`config.mk`:
```
export PLATFORM = sky130hd
export DESIGN_NAME = cla2_serial_seq
export DESIGN_NICKNAME = d
export VERILOG_FILES = /design/src/rtl/cla2_serial_seq.sv
export SDC_FILE = /design/constraint.sdc
export NUM_CORES = 1
export LEC_CHECK = 0
export CORE_UTILIZATION = 45
export DETAILED_ROUTE_END_ITERATION = 10
export GPL_ROUTABILITY_DRIVEN = 0
export HOLD_SLACK_MARGIN = 0.03
export PLACE_DENSITY = 0.74
export SLEW_MARGIN = 20
export SYNTH_ARGS = -nofsm -noshare
export SYNTH_HDL_FRONTEND = slang
export SYNTH_SLANG_ARGS = --single-unit
```
`constraint.sdc`:
```
create_clock -name clk -period 2.02 [get_ports clk]
set_clock_uncertainty 0.1 [all_clocks]
set_input_delay 0.303 -clock clk [delete_from_list [all_inputs] [get_ports clk]]
set_output_delay 0.303 -clock clk [all_outputs]
set_load 0.03 [all_outputs]
```
`src/rtl/cla2_serial_seq.sv`:
```
// Digit-serial add/subtract sequencer around one 2-bit carry-lookahead slice.
// Define CLA2_SUB_EN to add the `sub` input and the `ovf` output.
module cla2_serial_seq #(
    parameter int WIDTH = 8
) (
    input  logic             clk,
    input  logic             rst_n,
    input  logic             start,
    input  logic [WIDTH-1:0] a,
    input  logic [WIDTH-1:0] b,
    input  logic             cin,
`ifdef CLA2_SUB_EN
    input  logic             sub,
`endif
    output logic             busy,
    output logic             done,
    output logic [WIDTH-1:0] sum,
    output logic             cout
`ifdef CLA2_SUB_EN
    ,
    output logic             ovf
`endif
);

    localparam int N  = WIDTH / 2;
    localparam int SW = (N > 1) ? $clog2(N) : 1;
    localparam logic [SW-1:0] LAST_STEP = SW'(N - 1);

    typedef enum logic [1:0] {S_IDLE, S_RUN, S_DONE} state_t;

    state_t           r_state;
    state_t           w_state_next;
    logic [WIDTH-1:0] r_a_sh;
    logic [WIDTH-1:0] r_b_sh;
    logic [WIDTH-1:0] r_res_sh;
    logic [SW-1:0]    r_step;
    logic             r_carry;
    logic [WIDTH-1:0] r_sum;
    logic             r_cout;

    logic             w_accept;
    logic             w_last;
    logic [1:0]       w_g;
    logic [1:0]       w_p;
    logic             w_c1;
    logic             w_co;
    logic [1:0]       w_s;
    logic [WIDTH-1:0] w_res_next;
    logic [WIDTH-1:0] w_b_in;
    logic             w_cin_in;

`ifdef CLA2_SUB_EN
    logic             r_ovf;
    // Subtraction is a + ~b + 1; cin is ignored in that mode.
    assign w_b_in   = sub ? ~b : b;
    assign w_cin_in = sub ? 1'b1 : cin;
    assign ovf      = r_ovf;
`else
    assign w_b_in   = b;
    assign w_cin_in = cin;
`endif

    assign w_accept = start && (r_state != S_RUN);
    assign w_last   = (r_state == S_RUN) && (r_step == LAST_STEP);

    // The 2-bit lookahead slice.
    assign w_g  = r_a_sh[1:0] & r_b_sh[1:0];
    assign w_p  = r_a_sh[1:0] ^ r_b_sh[1:0];
    assign w_c1 = w_g[0] | (w_p[0] & r_carry);
    assign w_co = w_g[1] | (w_p[1] & w_c1);
    assign w_s  = {w_p[1] ^ w_c1, w_p[0] ^ r_carry};

    generate
        if (WIDTH > 2) begin : g_wide
            assign w_res_next = {w_s, r_res_sh[WIDTH-1:2]};
        end else begin : g_narrow
            assign w_res_next = w_s;
        end
    endgenerate

    always_comb begin
        w_state_next = r_state;
        case (r_state)
            S_IDLE:  if (start) w_state_next = S_RUN;
            S_RUN:   if (r_step == LAST_STEP) w_state_next = S_DONE;
            S_DONE:  w_state_next = start ? S_RUN : S_IDLE;
            default: w_state_next = S_IDLE;
        endcase
    end

    always_ff @(posedge clk or negedge rst_n) begin
        if (!rst_n) begin
            r_state <= S_IDLE;
        end else begin
            r_state <= w_state_next;
        end
    end

    always_ff @(posedge clk or negedge rst_n) begin
        if (!rst_n) begin
            r_a_sh   <= '0;
            r_b_sh   <= '0;
            r_res_sh <= '0;
            r_step   <= '0;
            r_carry  <= 1'b0;
            r_sum    <= '0;
            r_cout   <= 1'b0;
`ifdef CLA2_SUB_EN
            r_ovf    <= 1'b0;
`endif
        end else if (w_accept) begin
            r_a_sh  <= a;
            r_b_sh  <= w_b_in;
            r_carry <= w_cin_in;
            r_step  <= '0;
        end else if (r_state == S_RUN) begin
            r_a_sh   <= r_a_sh >> 2;
            r_b_sh   <= r_b_sh >> 2;
            r_res_sh <= w_res_next;
            r_carry  <= w_co;
            r_step   <= r_step + 1'b1;
            // Outputs move only on the final digit so partial sums never show.
            if (w_last) begin
                r_sum  <= w_res_next;
                r_cout <= w_co;
`ifdef CLA2_SUB_EN
                r_ovf  <= w_c1 ^ w_co;
`endif
            end
        end
    end

    assign busy = (r_state == S_RUN);
    assign done = (r_state == S_DONE);
    assign sum  = r_sum;
    assign cout = r_cout;

endmodule

```
Word level (Yosys, flattened, before mapping) --
Index checks and enable logic that the tools add are counted.
Word-level totals: bits in writable memories 0, bits in registers 38, bits in latches 0, memories kept 0, word-level logic and storage cells 43, ROM bits 0, input port bits 20
Cells by class: add/subtract/negate cells 1, bitwise gates (word level) 9, magnitude comparators 0, reduce and logical (&&, ||, !) cells 7, multiply operators 0, div/mod/pow operators 0, shift operators 0, mux-type cells 12, equal/unequal tests 6
Operator list (number):
- $mux W8 | 4
- $mux W2 | 4
- $pmux W2 S3 | 1
- $eq A2 B2 Y1 const B | 2
- $ne A2 B1 Y1 const B | 2
- $reduce_and A2 Y1 | 2
- $mux W1 | 3
- $reduce_and A3 Y1 | 1
- $add A2 B1 Y2 const B | 1
- $and A1 B1 Y1 | 2
- $and A2 B2 Y2 | 1
- $eq A2 B1 Y1 const B | 1
- $logic_and A1 B1 Y1 | 2
- $logic_not A2 Y1 | 1
- $ne A2 B2 Y1 const B | 1
- $or A1 B1 Y1 | 2
- $reduce_bool A2 Y1 | 1
- $xor A1 B1 Y1 | 2
- $xor A2 B2 Y2 | 1
- $not A1 Y1 | 1

Logic depth before layout (Yosys ltp) --
Gate-level depths: netlist of run 1.
word-level depth 7, gate-level depth with buffers 5, mapped depth without buffers 4

Worst setup path before layout of run 1 --
OpenSTA, ideal clock, no wires.
path kind register -> register, start point register r_a_sh[0], end point register r_sum[7] (netlist: sum[7]), period minus slack after synthesis 1.576 ns, setup time 0.128 ns, path slack 0.444 ns, arrival 1.348 ns, path buffers 0, stages on the path, launching flop included 5, path through dfrtp_1 -> inv_1 -> fa_1 -> fa_1 -> mux2i_1
On the way: cells in the longest elaborated chain, start to end 4, elaborated cells on any way between the ends 5, classes of those cells 5 x bitwise
Ends and longest elaborated chain:
- start, declared | RTL line 33 | logic [WIDTH-1:0] r_a_sh;
- start signal, assigned | RTL line 117 | r_a_sh <= r_a_sh >> 2;
- $xor A2 B2 Y2 | RTL line 68 | assign w_p = r_a_sh[1:0] ^ r_b_sh[1:0];
- $and A1 B1 Y1 | RTL line 69 | assign w_c1 = w_g[0] | (w_p[0] & r_carry);
- $or A1 B1 Y1 * | RTL line 69
- $xor A1 B1 Y1 * | RTL line 71 | assign w_s = {w_p[1] ^ w_c1, w_p[0] ^ r_carry};
- end signal, assigned | RTL line 124 | r_sum <= w_res_next;
- end, declared | RTL line 38 | logic [WIDTH-1:0] r_sum;
Every way passes the cells marked *; elsewhere a longest branch is shown, timed or not. A chain may end at the register's enable or synchronous reset.

Worst setup path in the final report of run 1 --
start point register r_state[1], end point output busy
On the way: cells in the longest elaborated chain, start to end 1
Ends and longest elaborated chain:
- start, declared | RTL line 31 | state_t r_state;
- start signal, assigned | RTL line 95 | r_state <= w_state_next;
- $eq A2 B1 Y1 | RTL line 133 | assign busy = (r_state == S_RUN);
- end, declared | RTL line 15 | output logic busy,
No other way between the ends.

==> reports/metrics.cfg, run 1 <==
[place]
place_hpwl_um = 1950
dp_cells = 191
pre_cts_ws_ns = 0.215
io_buffer_count = 30

[min_path]
hold_class = primary input to async pin

[critical_path]
path_class = register to output pin
r2r_end = sum[2]
critPathArrivalTime_ns = 1.36
reg2reg_from = r_step[0]
reg2reg_depth = 4
crit_path_max_incr_delay_ns = 0.41
critPathSlowestCell = dlygate4sd2_1
required_ns = 1.62
cp-start-kind = register
crit_chain = nand2b_1 > inv_1 > dlygate4sd2_1
r2r_slack_ns = 0.33
end_kind = output pin
crit_fanout = 5

[yosys]
synthMuxAreaShare = 0.357
yosysMostFrequentCell = dfrtp_1
synth_top_cell_area_share = 0.516
synthTopCellsByArea = dfrtp_1 (52%), mux2_4 (25%), mux2i_1 (6.9%)
syn_nets = 138
synthFlopType = dfrtp_1
ys_ff_latch = 36
ys_types = 16
yosys.area_share.simple = 0.0280
ys_seq_area_frac = 0.516
postSynth.asyncResetShare = 1.00
synthAdderAreaFrac = 0.0301
synth_warnings = 0
synth_edf_count = 0
synth-xor-area-share = 0
netlist_instances = 115
synth_compound_area_frac = 0.00358
synth_top_family_by_area = multiplexers
yosysTopAreaCell = dfrtp_1
syn_area_um2 = 1750
synth.avg_cell_area_um2 = 15.2
synthTopCellsByCount = dfrtp_1 (36), mux2_4 (29), inv_1 (13)

[finish]
antennaDiodeCount = 0
num-fill-cells = 318
area_delta_synth_final_pct = 23.9
fin_nets = 173
post-route-util = 0.586
drive_above_1_share = 0.300
instances_no_fill = 198

[global_route]
grt_max_degree = 37
grt_first_pass_wirelength_um = 4840
overflow = 0
antenna_found_initial = 0
track_usage = 0.162
grt_pass1_vias = 1008

[clock_network]
cts-hold-fix-buffers = 0
cts.path.max_buffers = 2
post-cts-setup-buffers = 0
path_clk_slew_ns = 0.07
cts_tree = built
cts_buffers = 5
clk_latency_ns = 0.29
clockRootBuffer = clkbuf_8
cts.sinks = 36
cts_resized = 1
h-tree-depth = 2

[sta]
fmax_mhz = 566
setup_slack_ns = 0.254
rsz0062_at_grt = no
slew_headroom = 0.699
timing.final.crit_share = 0.874
hold_slack_ns = 0.335
tns_ns = 0
setup-violations-final = 0
drv_slew = 0
worst_pin_slew_ns = 0.452
period_needed_ns = 1.77
hold_violations = 0

[route]
wirelength_um = 2800
route.met3.wl_um = 147
drt_iter0_markers = 39
top_layer_used = met4
ant_nets = 0
vias_per_cell = 4.82
drtPass1Iterations = 4
wl_met1_um = 1300
wl_met2_um = 1310
drc = 0
via_count = 954
wl_per_cell_um = 14.1

[power]
power.leakage_nw = 1.09
pwr-share-comb = 0.481
p_switching_mw = 1.12
p_int_mw = 2.21
clockPowerShare = 0.142
worst_ir_drop_vdd_mv = 1.04
swShare = 0.338
power-per-cell-area_nw_per_um2 = 1540
power_frac_seq = 0.377

[die]
core_um2 = 3690
fp.dieH_um = 64.3
die_area_um2 = 4130
ioPinCount = 31
num_rows = 22
die_x_um = 64.3
initial_utilization = 0.473

[outcome]
outcome = finished clean

[flow_run]
cap_violations = 0

## power by group through the flow
stage / Clock, mW / Sequential, mW / Combinational (mW)
after floorplan: 0 / 1.39 / 1.12
after global placement: 0 / 1.25 / 1.59
after detailed placement: 0 / 1.27 / 1.63
after CTS: 0.492 / 1.26 / 1.62
after global routing: 0.524 / 1.30 / 1.73
final: 0.474 / 1.25 / 1.60
## worst max-delay path by stage
stage	startpoint	end	slack, ns	cells after the start
after global placement	start	r_a_sh[1]	0.22	4
after global routing	r_state[1]	busy	0.16	3
after CTS	r_state[0]	done	0.007	2
after floorplan	r_a_sh[0]	sum[7]	0.44	4
final	r_state[1]	busy	0.25	3
after detailed placement	start	r_a_sh[3]	0.21	4
## cells by family after synthesis
logic type                 count (synthesis)
AOI/OAI and AO/OA                          1
adders and majority gates                  3
buffers and inverters                     19
DFF                                       36
muxes                                     47
and+or+nand+nor                            9
## worst max-delay path: cells and delay by family, from the launching register on
kind,cells,cell delay (ns)
buffers and inverters,2,0.54
flip-flops,1,0.38
AND/OR/NAND/NOR,1,0.16
## metal layers
metal / vias up / track usage
met5: - / 0
met2: 30 / 0.239
met4: 0 / 0.0583
met1: 470 / 0.210
li1: 450 / -
met3: 4 / 0.0696
## final cells by class
type	instances	area [um2]	share of cell area
inverter	13	48.8	0.0226
multi-input combinational	60	731	0.338
sequential	36	901	0.417
timing repair buffer	34	344	0.159
clock buffer	6	72.6	0.0336
clock inverter	1	5.00	0.00231
tap	48	60.1	0.0278
## stage by stage
stage               power [mW]  cell area (um2)
finish                    3.33             2160
global route              3.56             2160
CTS                       3.38             2160
detailed placement        2.90             2080
global placement          2.84             2080
floorplan                 2.51             1750
## registers in the layout, indices dropped and copies added, names as in the netlist
register  cells
r_a_sh        8
cout          1
r_step        2
r_b_sh        8
r_carry       1
sum           8
r_state       2
r_res_sh      6
## cells in the final DEF, fill, tap and decap left out, types with 2 or more instances in the layout
master            n
nor2_1            4
buf_4             3
clkbuf_8          5
clkdlybuf4s50_1  28
fa_1              2
mux2_4           29
inv_1            13
mux2i_1          12
dfrtp_1          36
nand2b_1          2
mux2_2            6
No activity file was read; power rests on OpenSTA's default activity.
==> run 2: changes to the inputs <==
--- a/config.mk
+++ b/config.mk
@@ -5,6 +5,7 @@
 export SDC_FILE = /design/constraint.sdc
 export NUM_CORES = 1
 export LEC_CHECK = 0
+export CORE_MARGIN = 5
 export CORE_UTILIZATION = 45
 export DETAILED_ROUTE_END_ITERATION = 10
 export GPL_ROUTABILITY_DRIVEN = 0
==> run 2 against run 1 <==
  * Maximum frequency fell by 1.3%
  * Worst setup slack got worse by 0.024 ns
  * Power rose by 4.2%
  * Hold slack improved by 0.067 ns
  * First-iteration DRC count rose by 44%
  * Global-route usage fell by 3.4 points
  * Largest power group unchanged
  * Sequential cell count did not move
  * Sequential power barely moved
==> reports/metrics.cfg, run 2 (same netlist as run 1, synthesis figures left out) <==
[finish]
instances_no_fill = 198  ; unchanged
multiInputGateArea_um2 = 731  ; unchanged
drive_above_1_share = 0.307  ; +0.00667
final_common_cell = dfrtp_1
fin_nets = 172  ; -0.58%
regArea_um2 = 901  ; unchanged
post-route-util = 0.587  ; +0.00104
stdcell_area_um2 = 2180  ; +0.93%
antennaDiodeCount = 0  ; unchanged
area_delta_synth_final_pct = 25.0
num-fill-cells = 328  ; +3.1%
final_cell_mix = dfrtp_1 (36), mux2_4 (29), clkdlybuf4s50_1 (27), inv_1 (13), mux2i_1 (12)

[critical_path]
critPathArrivalTime_ns = 1.39  ; +0.03 ns
crit_start = r_state[1]
r2r_end = r_res_sh[7]
cp-endpoint = busy
reg2reg_from = r_a_sh[0]
reg2reg_depth = 4  ; unchanged
r2r_slack_ns = 0.34  ; about the same
cp-start-kind = register
crit_fanout = 5  ; unchanged
path_class = register to output pin
required_ns = 1.62  ; about the same
end_kind = output pin

[global_route]
grt_first_pass_wirelength_um = 5060  ; +4.6%
antenna_found_initial = 0  ; unchanged
grt_pass1_vias = 1075  ; +6.6%
track_usage = 0.128  ; -0.0338
overflow = 0  ; unchanged
grt_max_degree = 37  ; unchanged

[clock_network]
clockRootBuffer = clkbuf_8
cts.path.max_buffers = 2  ; unchanged
cts.sinks = 36  ; unchanged
post-cts-setup-buffers = 0  ; unchanged
cts_tree = built
cts_buffers = 5  ; unchanged
clk_latency_ns = 0.29  ; about the same
h-tree-depth = 2  ; unchanged
path_clk_slew_ns = 0.07  ; about the same

[sta]
worst_pin_slew_ns = 0.782  ; +0.330 ns
period_needed_ns = 1.79  ; +0.0237 ns
slew_headroom = 0.479  ; -0.220
fmax_mhz = 559  ; -1.3%
hold_violations = 0  ; unchanged
drv_slew = 0  ; unchanged
tns_ns = 0  ; unchanged
timing.final.crit_share = 0.886  ; +0.0118
rsz0062_at_grt = no
setup-violations-final = 0  ; unchanged

[place]
place_hpwl_um = 2020  ; +4.0%
io_buffer_count = 30  ; unchanged
dp_cells = 189  ; -1.0%
dpl-instance-area_um2 = 2060  ; -0.96%

[die]
initial_utilization = 0.470  ; -0.00351
num_rows = 22  ; unchanged
fp.dieH_um = 72.3  ; +12%
die_area_um2 = 5220  ; +26%
ioPinCount = 31  ; unchanged
die_x_um = 72.3  ; +12%
core_um2 = 3720  ; +0.75%

[route]
wirelength_um = 2860  ; +2.3%
drt_iter0_markers = 56  ; +44%
via_count = 952  ; -0.21%
ant_nets = 0  ; unchanged
vias_per_cell = 4.81  ; -0.21%
drtPass1Iterations = 3  ; -1
drc = 0  ; unchanged
wl_per_cell_um = 14.4  ; +2.3%

[min_path]
min_path_cells = 1
hold_class = register to register

[outcome]
outcome = finished clean

[power]
power_mw = 3.47  ; +4.2%
worst_ir_drop_vdd_mv = 0.769  ; -26%
power-per-cell-area_nw_per_um2 = 1590  ; +3.3%
power.leakage_nw = 1.09  ; -0.48%

[flow_run]
cap_violations = 0  ; unchanged

==> run 2: layout make-up <==
| type | count | share of cell area |
|---|---|---|
| clock buffers | 5 | 0.0315 |
| well taps | 48 | 0.0275 |
| inverters | 13 | 0.0224 |
| clock inverters | 3 | 0.0195 |
| multi-input cells | 60 | 0.335 |
| repair buffers | 33 | 0.151 |
| flip-flops and latches | 36 | 0.413 |
==> run 2: metal layers <==
metal / vias up / GRT usage / share of wire
met5: - / 0 / 0
met1: 477 / 0.160 / 0.44
met4: 0 / 0.0376 / 0.011
met2: 25 / 0.201 / 0.49
met3: 3 / 0.0554 / 0.057
li1: 447 / - / -
==> run 2: how the worst min path moves through the flow <==
stage	slack (ns)	start	endpoint
3_5_place_dp	0.33	rst_n	r_res_sh[2]
2_1_floorplan	-0.09	rst_n	cout
6_report	0.40	r_step[0]	r_step[0]
4_1_cts	0.40	r_step[0]	r_step[0]
3_3_place_gp	0.32	rst_n	sum[0]
5_1_grt	0.43	sum[4]	sum[4]
==> run 2: stage by stage <==
step / setup WS (ns) / hold slack [ns]
after floorplan: 0.444 / -0.0926
after global placement: 0.226 / 0.318
after detailed placement: 0.210 / 0.333
after CTS: 0.214 / 0.402
after global routing: 0.140 / 0.430
final: 0.231 / 0.403
==> run 2: repair_timing <==
action                                  4_1_cts  5_1_grt
endpoints found under the hold margin        36        0
resized for setup                             2        0
endpoints found under the setup margin        2        0
hold buffers                                  1        0
==> run 2: where the power goes <==
part / total (mW) / internal, mW / switching (mW)
Sequential: 1.25 / 1.06 / 0.194
Clock: 0.630 / 0.365 / 0.265
Combinational: 1.59 / 0.897 / 0.689
==> run 2: critical path, cell delays in order (launching register included) <==
cell and delay [ns]:
dfrtp_1 0.39, nand2b_1 0.16, inv_1 0.13, dlygate4sd2_1 0.42
==> run 3: changes to the inputs <==
--- a/config.mk
+++ b/config.mk
@@ -8,10 +8,8 @@
 export CORE_MARGIN = 5
 export CORE_UTILIZATION = 45
 export DETAILED_ROUTE_END_ITERATION = 10
-export GPL_ROUTABILITY_DRIVEN = 0
 export HOLD_SLACK_MARGIN = 0.03
 export PLACE_DENSITY = 0.74
-export SLEW_MARGIN = 20
 export SYNTH_ARGS = -nofsm -noshare
 export SYNTH_HDL_FRONTEND = slang
 export SYNTH_SLANG_ARGS = --single-unit
==> results of run 3 <==
Same layout as run 2: the final DEF is identical, and so are final timing and power.
